## src/rtl/ifetch_queue_if.sv

```systemverilog
// Fetch-queue bus: redirect input, imem request/response, decode output.
// master = fetch queue side, slave = memory/decode/branch side.
interface ifetch_queue_if;
    logic        redirect_valid;
    logic [31:0] redirect_pc;

    logic        imem_req_valid;
    logic        imem_req_ready;
    logic [31:0] imem_req_addr;

    logic        imem_rsp_valid;
    logic [31:0] imem_rsp_data;

    logic        out_valid;
    logic        out_ready;
    logic [31:0] out_pc;
    logic [31:0] out_instr;
    logic        out_fault;

    modport master (
        input  redirect_valid,
        input  redirect_pc,
        output imem_req_valid,
        input  imem_req_ready,
        output imem_req_addr,
        input  imem_rsp_valid,
        input  imem_rsp_data,
        output out_valid,
        input  out_ready,
        output out_pc,
        output out_instr,
        output out_fault
    );

    modport slave (
        output redirect_valid,
        output redirect_pc,
        input  imem_req_valid,
        output imem_req_ready,
        input  imem_req_addr,
        output imem_rsp_valid,
        output imem_rsp_data,
        input  out_valid,
        output out_ready,
        input  out_pc,
        input  out_instr,
        input  out_fault
    );
endinterface

```

## src/rtl/ifetch_queue.sv

```systemverilog
// Instruction fetch queue: credit-limited in-order fetch, epoch-based flush.
// Optional misaligned-redirect fault entry: define IFETCH_MISALIGN_FAULT_EN.
module ifetch_queue #(
    parameter int unsigned DEPTH     = 2,
    parameter logic [31:0] RESET_PC  = 32'h0000_0000,
    parameter logic [31:0] NOP_INSTR = 32'h0000_0013
) (
    input logic            clk,
    input logic            rst,
    ifetch_queue_if.master bus
);

    localparam int unsigned AW = $clog2(DEPTH);
    localparam int unsigned CW = $clog2(DEPTH + 1);
    localparam logic [CW:0]   DEPTH_C = (CW + 1)'(DEPTH);
    localparam logic [AW-1:0] PTR_ONE = AW'(1);
    localparam logic [CW-1:0] CNT_ONE = CW'(1);

    typedef enum logic {
        S_FETCH = 1'b0,
        S_HALT  = 1'b1
    } state_e;

    state_e        state_q, state_d;

    logic [31:0]   fetch_pc_q, fetch_pc_d;
    logic          epoch_q, epoch_d;
    logic [CW-1:0] outst_q, outst_d;

    logic [31:0]      tag_pc_q [DEPTH];
    logic [31:0]      tag_pc_d [DEPTH];
    logic [DEPTH-1:0] tag_ep_q, tag_ep_d;
    logic [AW-1:0]    tag_wr_q, tag_wr_d;
    logic [AW-1:0]    tag_rd_q, tag_rd_d;

    logic [31:0]      q_pc_q    [DEPTH];
    logic [31:0]      q_pc_d    [DEPTH];
    logic [31:0]      q_instr_q [DEPTH];
    logic [31:0]      q_instr_d [DEPTH];
`ifdef IFETCH_MISALIGN_FAULT_EN
    logic [DEPTH-1:0] q_fault_q, q_fault_d;
`endif
    logic [AW-1:0]    q_wr_q, q_wr_d;
    logic [AW-1:0]    q_rd_q, q_rd_d;
    logic [CW-1:0]    count_q, count_d;

    logic req_ok;
    logic req_valid;
    logic req_fire;
    logic rsp_fire;
    logic rsp_live;
    logic head_valid;
    logic deq;

`ifndef IFETCH_MISALIGN_FAULT_EN
    logic unused_cfg;
    assign unused_cfg = ^{bus.redirect_pc[1:0], NOP_INSTR};
`endif

    // State register.
    always_ff @(posedge clk or negedge rst) begin
        if (!rst) begin
            state_q <= S_FETCH;
        end else begin
            state_q <= state_d;
        end
    end

    // Next state: redirect re-enters FETCH, or HALT on a misaligned target.
    always_comb begin
        state_d = state_q;
        if (bus.redirect_valid) begin
            state_d = S_FETCH;
`ifdef IFETCH_MISALIGN_FAULT_EN
            if (bus.redirect_pc[1:0] != 2'b00) begin
                state_d = S_HALT;
            end
`endif
        end
    end

    // Request output: FETCH state, no redirect, free credit, out of reset.
    always_comb begin
        req_ok = ({1'b0, outst_q} + {1'b0, count_q}) < DEPTH_C;
        req_valid = rst && (state_q == S_FETCH)
                    && !bus.redirect_valid && req_ok;
        bus.imem_req_valid = req_valid;
        bus.imem_req_addr  = fetch_pc_q;
    end

    // Handshake events; responses in the redirect cycle count as stale.
    always_comb begin
        head_valid = count_q != '0;
        req_fire   = req_valid && bus.imem_req_ready;
        rsp_fire   = bus.imem_rsp_valid && (outst_q != '0);
        rsp_live   = rsp_fire && !bus.redirect_valid
                     && (tag_ep_q[tag_rd_q] == epoch_q);
        deq        = head_valid && bus.out_ready;
    end

    // Fetch address, epoch, credits and the in-flight tag FIFO.
    always_comb begin
        fetch_pc_d = fetch_pc_q;
        epoch_d    = epoch_q;
        outst_d    = outst_q;
        tag_pc_d   = tag_pc_q;
        tag_ep_d   = tag_ep_q;
        tag_wr_d   = tag_wr_q;
        tag_rd_d   = tag_rd_q;
        if (req_fire) begin
            tag_pc_d[tag_wr_q] = fetch_pc_q;
            tag_ep_d[tag_wr_q] = epoch_q;
            tag_wr_d   = tag_wr_q + PTR_ONE;
            fetch_pc_d = fetch_pc_q + 32'd4;
        end
        if (rsp_fire) begin
            tag_rd_d = tag_rd_q + PTR_ONE;
        end
        unique case ({req_fire, rsp_fire})
            2'b10:   outst_d = outst_q + CNT_ONE;
            2'b01:   outst_d = outst_q - CNT_ONE;
            default: outst_d = outst_q;
        endcase
        if (bus.redirect_valid) begin
            fetch_pc_d = {bus.redirect_pc[31:2], 2'b00};
            epoch_d    = !epoch_q;
        end
    end

    // Fetch-side registers.
    always_ff @(posedge clk or negedge rst) begin
        if (!rst) begin
            fetch_pc_q <= RESET_PC;
            epoch_q    <= 1'b0;
            outst_q    <= '0;
            tag_ep_q   <= '0;
            tag_wr_q   <= '0;
            tag_rd_q   <= '0;
            for (int i = 0; i < int'(DEPTH); i++) begin
                tag_pc_q[i] <= '0;
            end
        end else begin
            fetch_pc_q <= fetch_pc_d;
            epoch_q    <= epoch_d;
            outst_q    <= outst_d;
            tag_ep_q   <= tag_ep_d;
            tag_wr_q   <= tag_wr_d;
            tag_rd_q   <= tag_rd_d;
            tag_pc_q   <= tag_pc_d;
        end
    end

    // Instruction queue: flush on redirect, else enqueue live rsp / dequeue.
    always_comb begin
        q_pc_d    = q_pc_q;
        q_instr_d = q_instr_q;
`ifdef IFETCH_MISALIGN_FAULT_EN
        q_fault_d = q_fault_q;
`endif
        q_wr_d    = q_wr_q;
        q_rd_d    = q_rd_q;
        count_d   = count_q;
        if (bus.redirect_valid) begin
            q_wr_d  = '0;
            q_rd_d  = '0;
            count_d = '0;
`ifdef IFETCH_MISALIGN_FAULT_EN
            if (bus.redirect_pc[1:0] != 2'b00) begin
                q_pc_d[0]    = bus.redirect_pc;
                q_instr_d[0] = NOP_INSTR;
                q_fault_d[0] = 1'b1;
                q_wr_d       = PTR_ONE;
                count_d      = CNT_ONE;
            end
`endif
        end else begin
            if (rsp_live) begin
                q_pc_d[q_wr_q]    = tag_pc_q[tag_rd_q];
                q_instr_d[q_wr_q] = bus.imem_rsp_data;
`ifdef IFETCH_MISALIGN_FAULT_EN
                q_fault_d[q_wr_q] = 1'b0;
`endif
                q_wr_d = q_wr_q + PTR_ONE;
            end
            if (deq) begin
                q_rd_d = q_rd_q + PTR_ONE;
            end
            unique case ({rsp_live, deq})
                2'b10:   count_d = count_q + CNT_ONE;
                2'b01:   count_d = count_q - CNT_ONE;
                default: count_d = count_q;
            endcase
        end
    end

    // Queue registers.
    always_ff @(posedge clk or negedge rst) begin
        if (!rst) begin
            q_wr_q  <= '0;
            q_rd_q  <= '0;
            count_q <= '0;
`ifdef IFETCH_MISALIGN_FAULT_EN
            q_fault_q <= '0;
`endif
            for (int i = 0; i < int'(DEPTH); i++) begin
                q_pc_q[i]    <= '0;
                q_instr_q[i] <= '0;
            end
        end else begin
            q_wr_q    <= q_wr_d;
            q_rd_q    <= q_rd_d;
            count_q   <= count_d;
`ifdef IFETCH_MISALIGN_FAULT_EN
            q_fault_q <= q_fault_d;
`endif
            q_pc_q    <= q_pc_d;
            q_instr_q <= q_instr_d;
        end
    end

    // Head of queue to decode; zeros when empty.
    always_comb begin
        bus.out_valid = head_valid;
        bus.out_pc    = '0;
        bus.out_instr = '0;
        bus.out_fault = 1'b0;
        if (head_valid) begin
            bus.out_pc    = q_pc_q[q_rd_q];
            bus.out_instr = q_instr_q[q_rd_q];
`ifdef IFETCH_MISALIGN_FAULT_EN
            bus.out_fault = q_fault_q[q_rd_q];
`endif
        end
    end

endmodule

```

## src/flat_wrapper.sv

```systemverilog
// flat-port wrapper written by rule: the top's interface ports become plain ports
module ifetch_queue_flat 
#(
    parameter int unsigned DEPTH     = 2,
    parameter logic [31:0] RESET_PC  = 32'h0000_0000,
    parameter logic [31:0] NOP_INSTR = 32'h0000_0013
)
  (clk, rst, bus_redirect_valid, bus_redirect_pc, bus_imem_req_valid, bus_imem_req_ready, bus_imem_req_addr, bus_imem_rsp_valid, bus_imem_rsp_data, bus_out_valid, bus_out_ready, bus_out_pc, bus_out_instr, bus_out_fault);
  ifetch_queue_if bus_i ();
  input logic clk;
  input logic rst;
  input wire logic [$bits(bus_i.redirect_valid)-1:0] bus_redirect_valid;
  input wire logic [$bits(bus_i.redirect_pc)-1:0] bus_redirect_pc;
  output wire logic [$bits(bus_i.imem_req_valid)-1:0] bus_imem_req_valid;
  input wire logic [$bits(bus_i.imem_req_ready)-1:0] bus_imem_req_ready;
  output wire logic [$bits(bus_i.imem_req_addr)-1:0] bus_imem_req_addr;
  input wire logic [$bits(bus_i.imem_rsp_valid)-1:0] bus_imem_rsp_valid;
  input wire logic [$bits(bus_i.imem_rsp_data)-1:0] bus_imem_rsp_data;
  output wire logic [$bits(bus_i.out_valid)-1:0] bus_out_valid;
  input wire logic [$bits(bus_i.out_ready)-1:0] bus_out_ready;
  output wire logic [$bits(bus_i.out_pc)-1:0] bus_out_pc;
  output wire logic [$bits(bus_i.out_instr)-1:0] bus_out_instr;
  output wire logic [$bits(bus_i.out_fault)-1:0] bus_out_fault;
  assign bus_i.redirect_valid = bus_redirect_valid;
  assign bus_i.redirect_pc = bus_redirect_pc;
  assign bus_imem_req_valid = bus_i.imem_req_valid;
  assign bus_i.imem_req_ready = bus_imem_req_ready;
  assign bus_imem_req_addr = bus_i.imem_req_addr;
  assign bus_i.imem_rsp_valid = bus_imem_rsp_valid;
  assign bus_i.imem_rsp_data = bus_imem_rsp_data;
  assign bus_out_valid = bus_i.out_valid;
  assign bus_i.out_ready = bus_out_ready;
  assign bus_out_pc = bus_i.out_pc;
  assign bus_out_instr = bus_i.out_instr;
  assign bus_out_fault = bus_i.out_fault;
  ifetch_queue #(.DEPTH(DEPTH), .RESET_PC(RESET_PC), .NOP_INSTR(NOP_INSTR)) u_core (.clk(clk), .rst(rst), .bus(bus_i));
endmodule
```

## config.mk

```make
export PLATFORM = sky130hd
export DESIGN_NAME = ifetch_queue_flat
export DESIGN_NICKNAME = d
export VERILOG_FILES = /design/src/rtl/ifetch_queue_if.sv /design/src/rtl/ifetch_queue.sv /design/src/flat_wrapper.sv
export SDC_FILE = /design/constraint.sdc
export NUM_CORES = 1
export LEC_CHECK = 0
export CAP_MARGIN = 20
export CORE_AREA = 4 4 144 146
export DETAILED_ROUTE_END_ITERATION = 10
export DIE_AREA = 0 0 148 150
export PLACE_DENSITY = 0.79
export SYNTH_ARGS = -nofsm -noshare
export SYNTH_HDL_FRONTEND = slang
export SYNTH_SLANG_ARGS = --single-unit
```

## constraint.sdc

```tcl
create_clock -name clk -period 3.1 [get_ports clk]
set_input_delay 0.31 -clock clk [delete_from_list [all_inputs] [get_ports clk]]
set_output_delay 0.31 -clock clk [all_outputs]
set_load 0.005 [all_outputs]
```

# Word level (Yosys, flattened, before mapping)
# Cells that the tools add are included.
# totals
wordCells	97
reg_bits	235
# op_classes
muxes	32
n_reduce_logical	20
eq_ne	5
bitwise	5
add_sub_neg	10
magnitude_cmp	10
# ops
op	count
$mux W32	15
$bwmux W64	3
$demux W32 S1	2
$add A32 B3 Y32 const B	1
$reduce_bool A2 Y1	6
$logic_and A1 B1 Y1	10
$ge A2 B2 Y1 const B	4
$not A1 Y2	4
$pmux W2 S2	2
$mux W1	7
$add A1 B1 Y1 const B	4
$add A2 B1 Y2 const B	2
$eq A2 B1 Y1 const B	2
$eq A2 B2 Y1 const B	2
$lt A1 B2 Y1 const B	2
$lt A2 B1 Y1 const B	2
$sub A2 B1 Y2 const B	2
$add A2 B2 Y3	1
$lt A3 B2 Y1 const B	1
$reduce_bool A3 Y1	1
$bwmux W2	1
$logic_not A1 Y1	2
$mux W2	1
$reduce_and A2 Y1	1
4 further kinds	4

# Longest topological paths before layout
# depth
ltp_word	7
mapped_depth	8
ltp_nobuf	8

# Least setup slack after synthesis
# No wires, ideal clock.
# synth_timing
path_kind	reg-to-reg
from	register u_core.outst_q[0]
to	register u_core.fetch_pc_q[18], in the netlist u_core.bus.imem_req_addr[18]
setup_time_ns	0.069
t_arrival_ns	2.297
setup_slack_ns	0.734
path_buffers	0
stages_incl_launch_ff	8
period_less_slack_ns	2.366
t_required_ns	3.031
path_cell_list	dfrtp_1 and2_1 fa_1 and4bb_1 nand2b_1 or4_4 or3_1 nand3_1
# synth_via
elab_chain_len	5
# synth_lines
item	line_no	source
start: declaration	ifetch_queue.sv:28	logic [CW-1:0] outst_q, outst_d;
start signal: assignment	ifetch_queue.sv:145	outst_q <= outst_d;
$add A2 B2 Y3	ifetch_queue.sv:84	req_ok = ({1'b0, outst_q} + {1'b0, count_q}) < DEPTH_C;
$lt A3 B2 Y1	ifetch_queue.sv:84	
$logic_and A1 B1 Y1	ifetch_queue.sv:86	&& !bus.redirect_valid && req_ok;
$logic_and A1 B1 Y1	ifetch_queue.sv:94	req_fire = req_valid && bus.imem_req_ready;
$reduce_bool A2 Y1 (no source line)	n/a	
end signal: assignment	ifetch_queue.sv:143	fetch_pc_q <= fetch_pc_d;
end: declaration	ifetch_queue.sv:26	logic [31:0] fetch_pc_q, fetch_pc_d;
# No other way between the ends.
# A chain may end at the register's enable or synchronous reset.

# Worst setup path in the final report
# layout_timing
from	register u_core.count_q[0]
to	output bus_imem_req_valid
# layout_via
elab_chain_len	3
# layout_lines
item	line_no	source
start: declaration	ifetch_queue.sv:45	logic [CW-1:0] count_q, count_d;
start signal: assignment	ifetch_queue.sv:212	count_q <= count_d;
$add A2 B2 Y3	ifetch_queue.sv:84	
$lt A3 B2 Y1	ifetch_queue.sv:84	
$logic_and A1 B1 Y1	ifetch_queue.sv:86	
end: declaration	flat_wrapper.sv:14	output wire logic [$bits(bus_i.imem_req_valid)-1:0] bus_imem_req_valid;
# No other way between the ends.

==> results.ini <==
[drt]
viasPerCell = 5.43
wl_met3_um = 1110
dr_wl_met2_um = 11200
wire_per_inst_um = 17.5
drc_errors = 0
dr.max_layer_used = met4
drt_wl_total_um = 22900
drt_iter0_markers = 374
wl_met1_um = 10100
final_antenna_net_count = 0
first_pass_iters = 4
vias = 7114

[synth]
synth_edf_count = 0
synth_most_common_cell = dfrtp_1
synth_area_um2 = 10300
netlist_top_cells_count = dfrtp_1 (225), nor2_1 (131), mux2_2 (121)
yosysTopAreaCellShare_pct = 54.7
synth.distinct_cells = 47
synth-simple-area-share_pct = 10.9
ys_async_sr_fraction_pct = 100
synth_top_family_by_area = multiplexers
synth_top_flop_cell = dfrtp_1
synth_adder_area_share_pct = 0.438
yosysSeqAreaShare_pct = 54.7
yosysWarnings = 0
synth.area.mux_share_pct = 22.8
syn_avg_cell_area_um2 = 11.7
postSynthCellCount = 878
synth_area_leaders = dfrtp_1 (55%), mux2_2 (13%), mux2i_1 (9.1%)
synth_xor_area_share_pct = 3.06
synth_top_area_cell = dfrtp_1
synth-seq-cells = 225
synth-compound-area-share_pct = 4.74

[clock_network]
cts_resized = 0
hold_buffers = 1
cts-root-buf = clkbuf_16
post_cts_buffers = 0
cts_buffers = 24
htreeDepth = 1
clkTransAtPathRegs_ns = 0.06
clk_path_buf_depth = 3
clk_latency_ns = 0.51
cts_tree = built
cts.sinks = 225

[sta]
hold_slack_ns = 0.0960
report.final.slew_viol_count = 0
clock_skew_ns = 0.0159
setup_viol = 0
fin_crit_sh_pct = 90.8
relSlewSlack_pct = 36.3
max_freq_ghz = 0.355
setup-tns-final_ns = 0
rsz0062_at_grt = false
setup_ws_ns = 0.285
period_minus_slack_ns = 2.82
worstMarginPinSlew_ns = 0.956
hold_viol = 0

[placed_design]
place_area_um2 = 12200
numPortBuffers = 161
dp_slack_ns = 0.415
dp_hpwl_um = 15300
globalplace.congestion = 0.802

[floorplan]
die_area_um2 = 22200
placementRows = 51
start_util_pct = 53.0
ios = 169
fp.dieH_um = 150
die_x_um = 148
design.core.area_um2 = 19400

[worst_setup_path]
critical_path_arrival_ns = 2.51
end_kind = output pin
path_max_fanout = 4
path_class = reg -> out
worstPathRequired_ns = 2.79
critPathLaunchType = flip-flop

[grt]
grt_use_total_pct = 20.9
antenna_found_initial = 0
overflow = 0
grt_max_degree = 78
grt_pass1_wl_um = 37800
grt_pass1_vias = 7481

[cells_and_area]
drive_above_1_share_pct = 18.8
num-nets-final = 1101
fillers = 1500
area.growth.synth_to_final_pct = 26.1
antenna_cells = 0
multiInputGateArea_um2 = 4360
seqCellArea_um2 = 5640
final_area_um2 = 13000

[pwr]
leakage_nw = 5.42
power_per_cell_area_nw_per_um2 = 860
ir_worst_vdd_mv = 0.564

[run]
max_cap_violations = 0

[run_status]
status = finished clean

[min_path]
hold_class = in -> reg

metrics by stage:
step / power [mW] / cells / util, %
after floorplan: 7.17 / 882 / -
after global placement: 8.13 / 1266 / 62.7
after detailed placement: 8.33 / 1266 / 62.7
after CTS: 11.3 / 1310 / 66.9
after global routing: 11.9 / 1310 / 66.9
final: 11.2 / 1310 / 66.9
cell type report:
| class | count | share of cell area, % |
|---|---|---|
| clock inverter | 7 | 0.848 |
| clock buffer | 36 | 5.37 |
| timing repair buffer | 180 | 14.1 |
| inverter | 3 | 0.0868 |
| sequential | 225 | 43.4 |
| multi-input combinational | 594 | 33.6 |
| tap | 265 | 2.55 |
placed cells by master (no fill, tap or decap), types with 10 or more instances in the layout:
cell type / synthesis / layout
clkdlybuf4s50_1: 0 / 159
mux2i_1: 94 / 94
nand2_1: 44 / 44
nand3_1: 10 / 10
o21ai_0: 29 / 29
a21oi_1: 61 / 61
xor2_1: 10 / 10
clkbuf_16: 0 / 25
buf_4: 13 / 12
mux2_2: 121 / 121
xnor2_1: 26 / 26
nor2_1: 131 / 129
dfrtp_1: 225 / 223
flip-flops by register name (all words and copies together), names as in the netlist:
signal / flops
u_core.outst_q: 2
u_core.q_wr_q: 1
u_core.count_q: 2
u_core.tag_ep_q: 2
u_core.tag_pc_q: 60
u_core.tag_wr_q: 1
u_core.bus.imem_req_addr: 30
u_core.q_instr_q: 64
u_core.epoch_q: 1
u_core.q_pc_q: 60
u_core.q_rd_q: 1
u_core.tag_rd_q: 1
final timing paths:
path                                 startpoint                           end  slack [ns]  depth (start not counted)
max                           u_core.count_q[0]            bus_imem_req_valid        0.28                          4
min                          bus_redirect_valid             u_core.count_q[1]         0.1                          2
max reg2reg                   u_core.count_q[0]  u_core.bus.imem_req_addr[28]        0.44                          8
min reg2reg                u_core.q_instr_q[27]          u_core.q_instr_q[27]        0.49                          1
max in group asynchronous                   rst              u_core.q_pc_q[4]        1.55                          3
min in group asynchronous                   rst          u_core.q_instr_q[45]        0.27                          2
metal layers:
metal / GRT usage [%] / vias up
li1: - / 3321
met1: 28.5 / 3574
met2: 35.4 / 180
met3: 3.09 / 39
met4: 5.40 / 0
met5: 0 / -
worst max-delay path, cell delays in order (launching register included):
cell and delay, ns:
dfrtp_1 0.42, and2_1 0.19, fa_1 0.45, nor4b_1 0.35, clkdlybuf4s50_1 0.59
cell families after synthesis:
logic type                 Yosys count
adders and majority gates            3
other                                1
muxes                              219
buffers and inverters               63
DFF                                225
AOI/OAI and AO/OA                   95
xor gates and xnor gates            36
and+or+nand+nor                    236
report_power, final:
group | leakage (nW) | internal [mW] | switching [mW]
sequential | 2.77 | 4.21 | 0.735
clock | 0.397 | 1.80 | 1.11
combinational | 2.25 | 1.83 | 1.48
total | 5.42 | 7.83 | 3.32
Note: power is estimated with default switching activity, not from simulation.
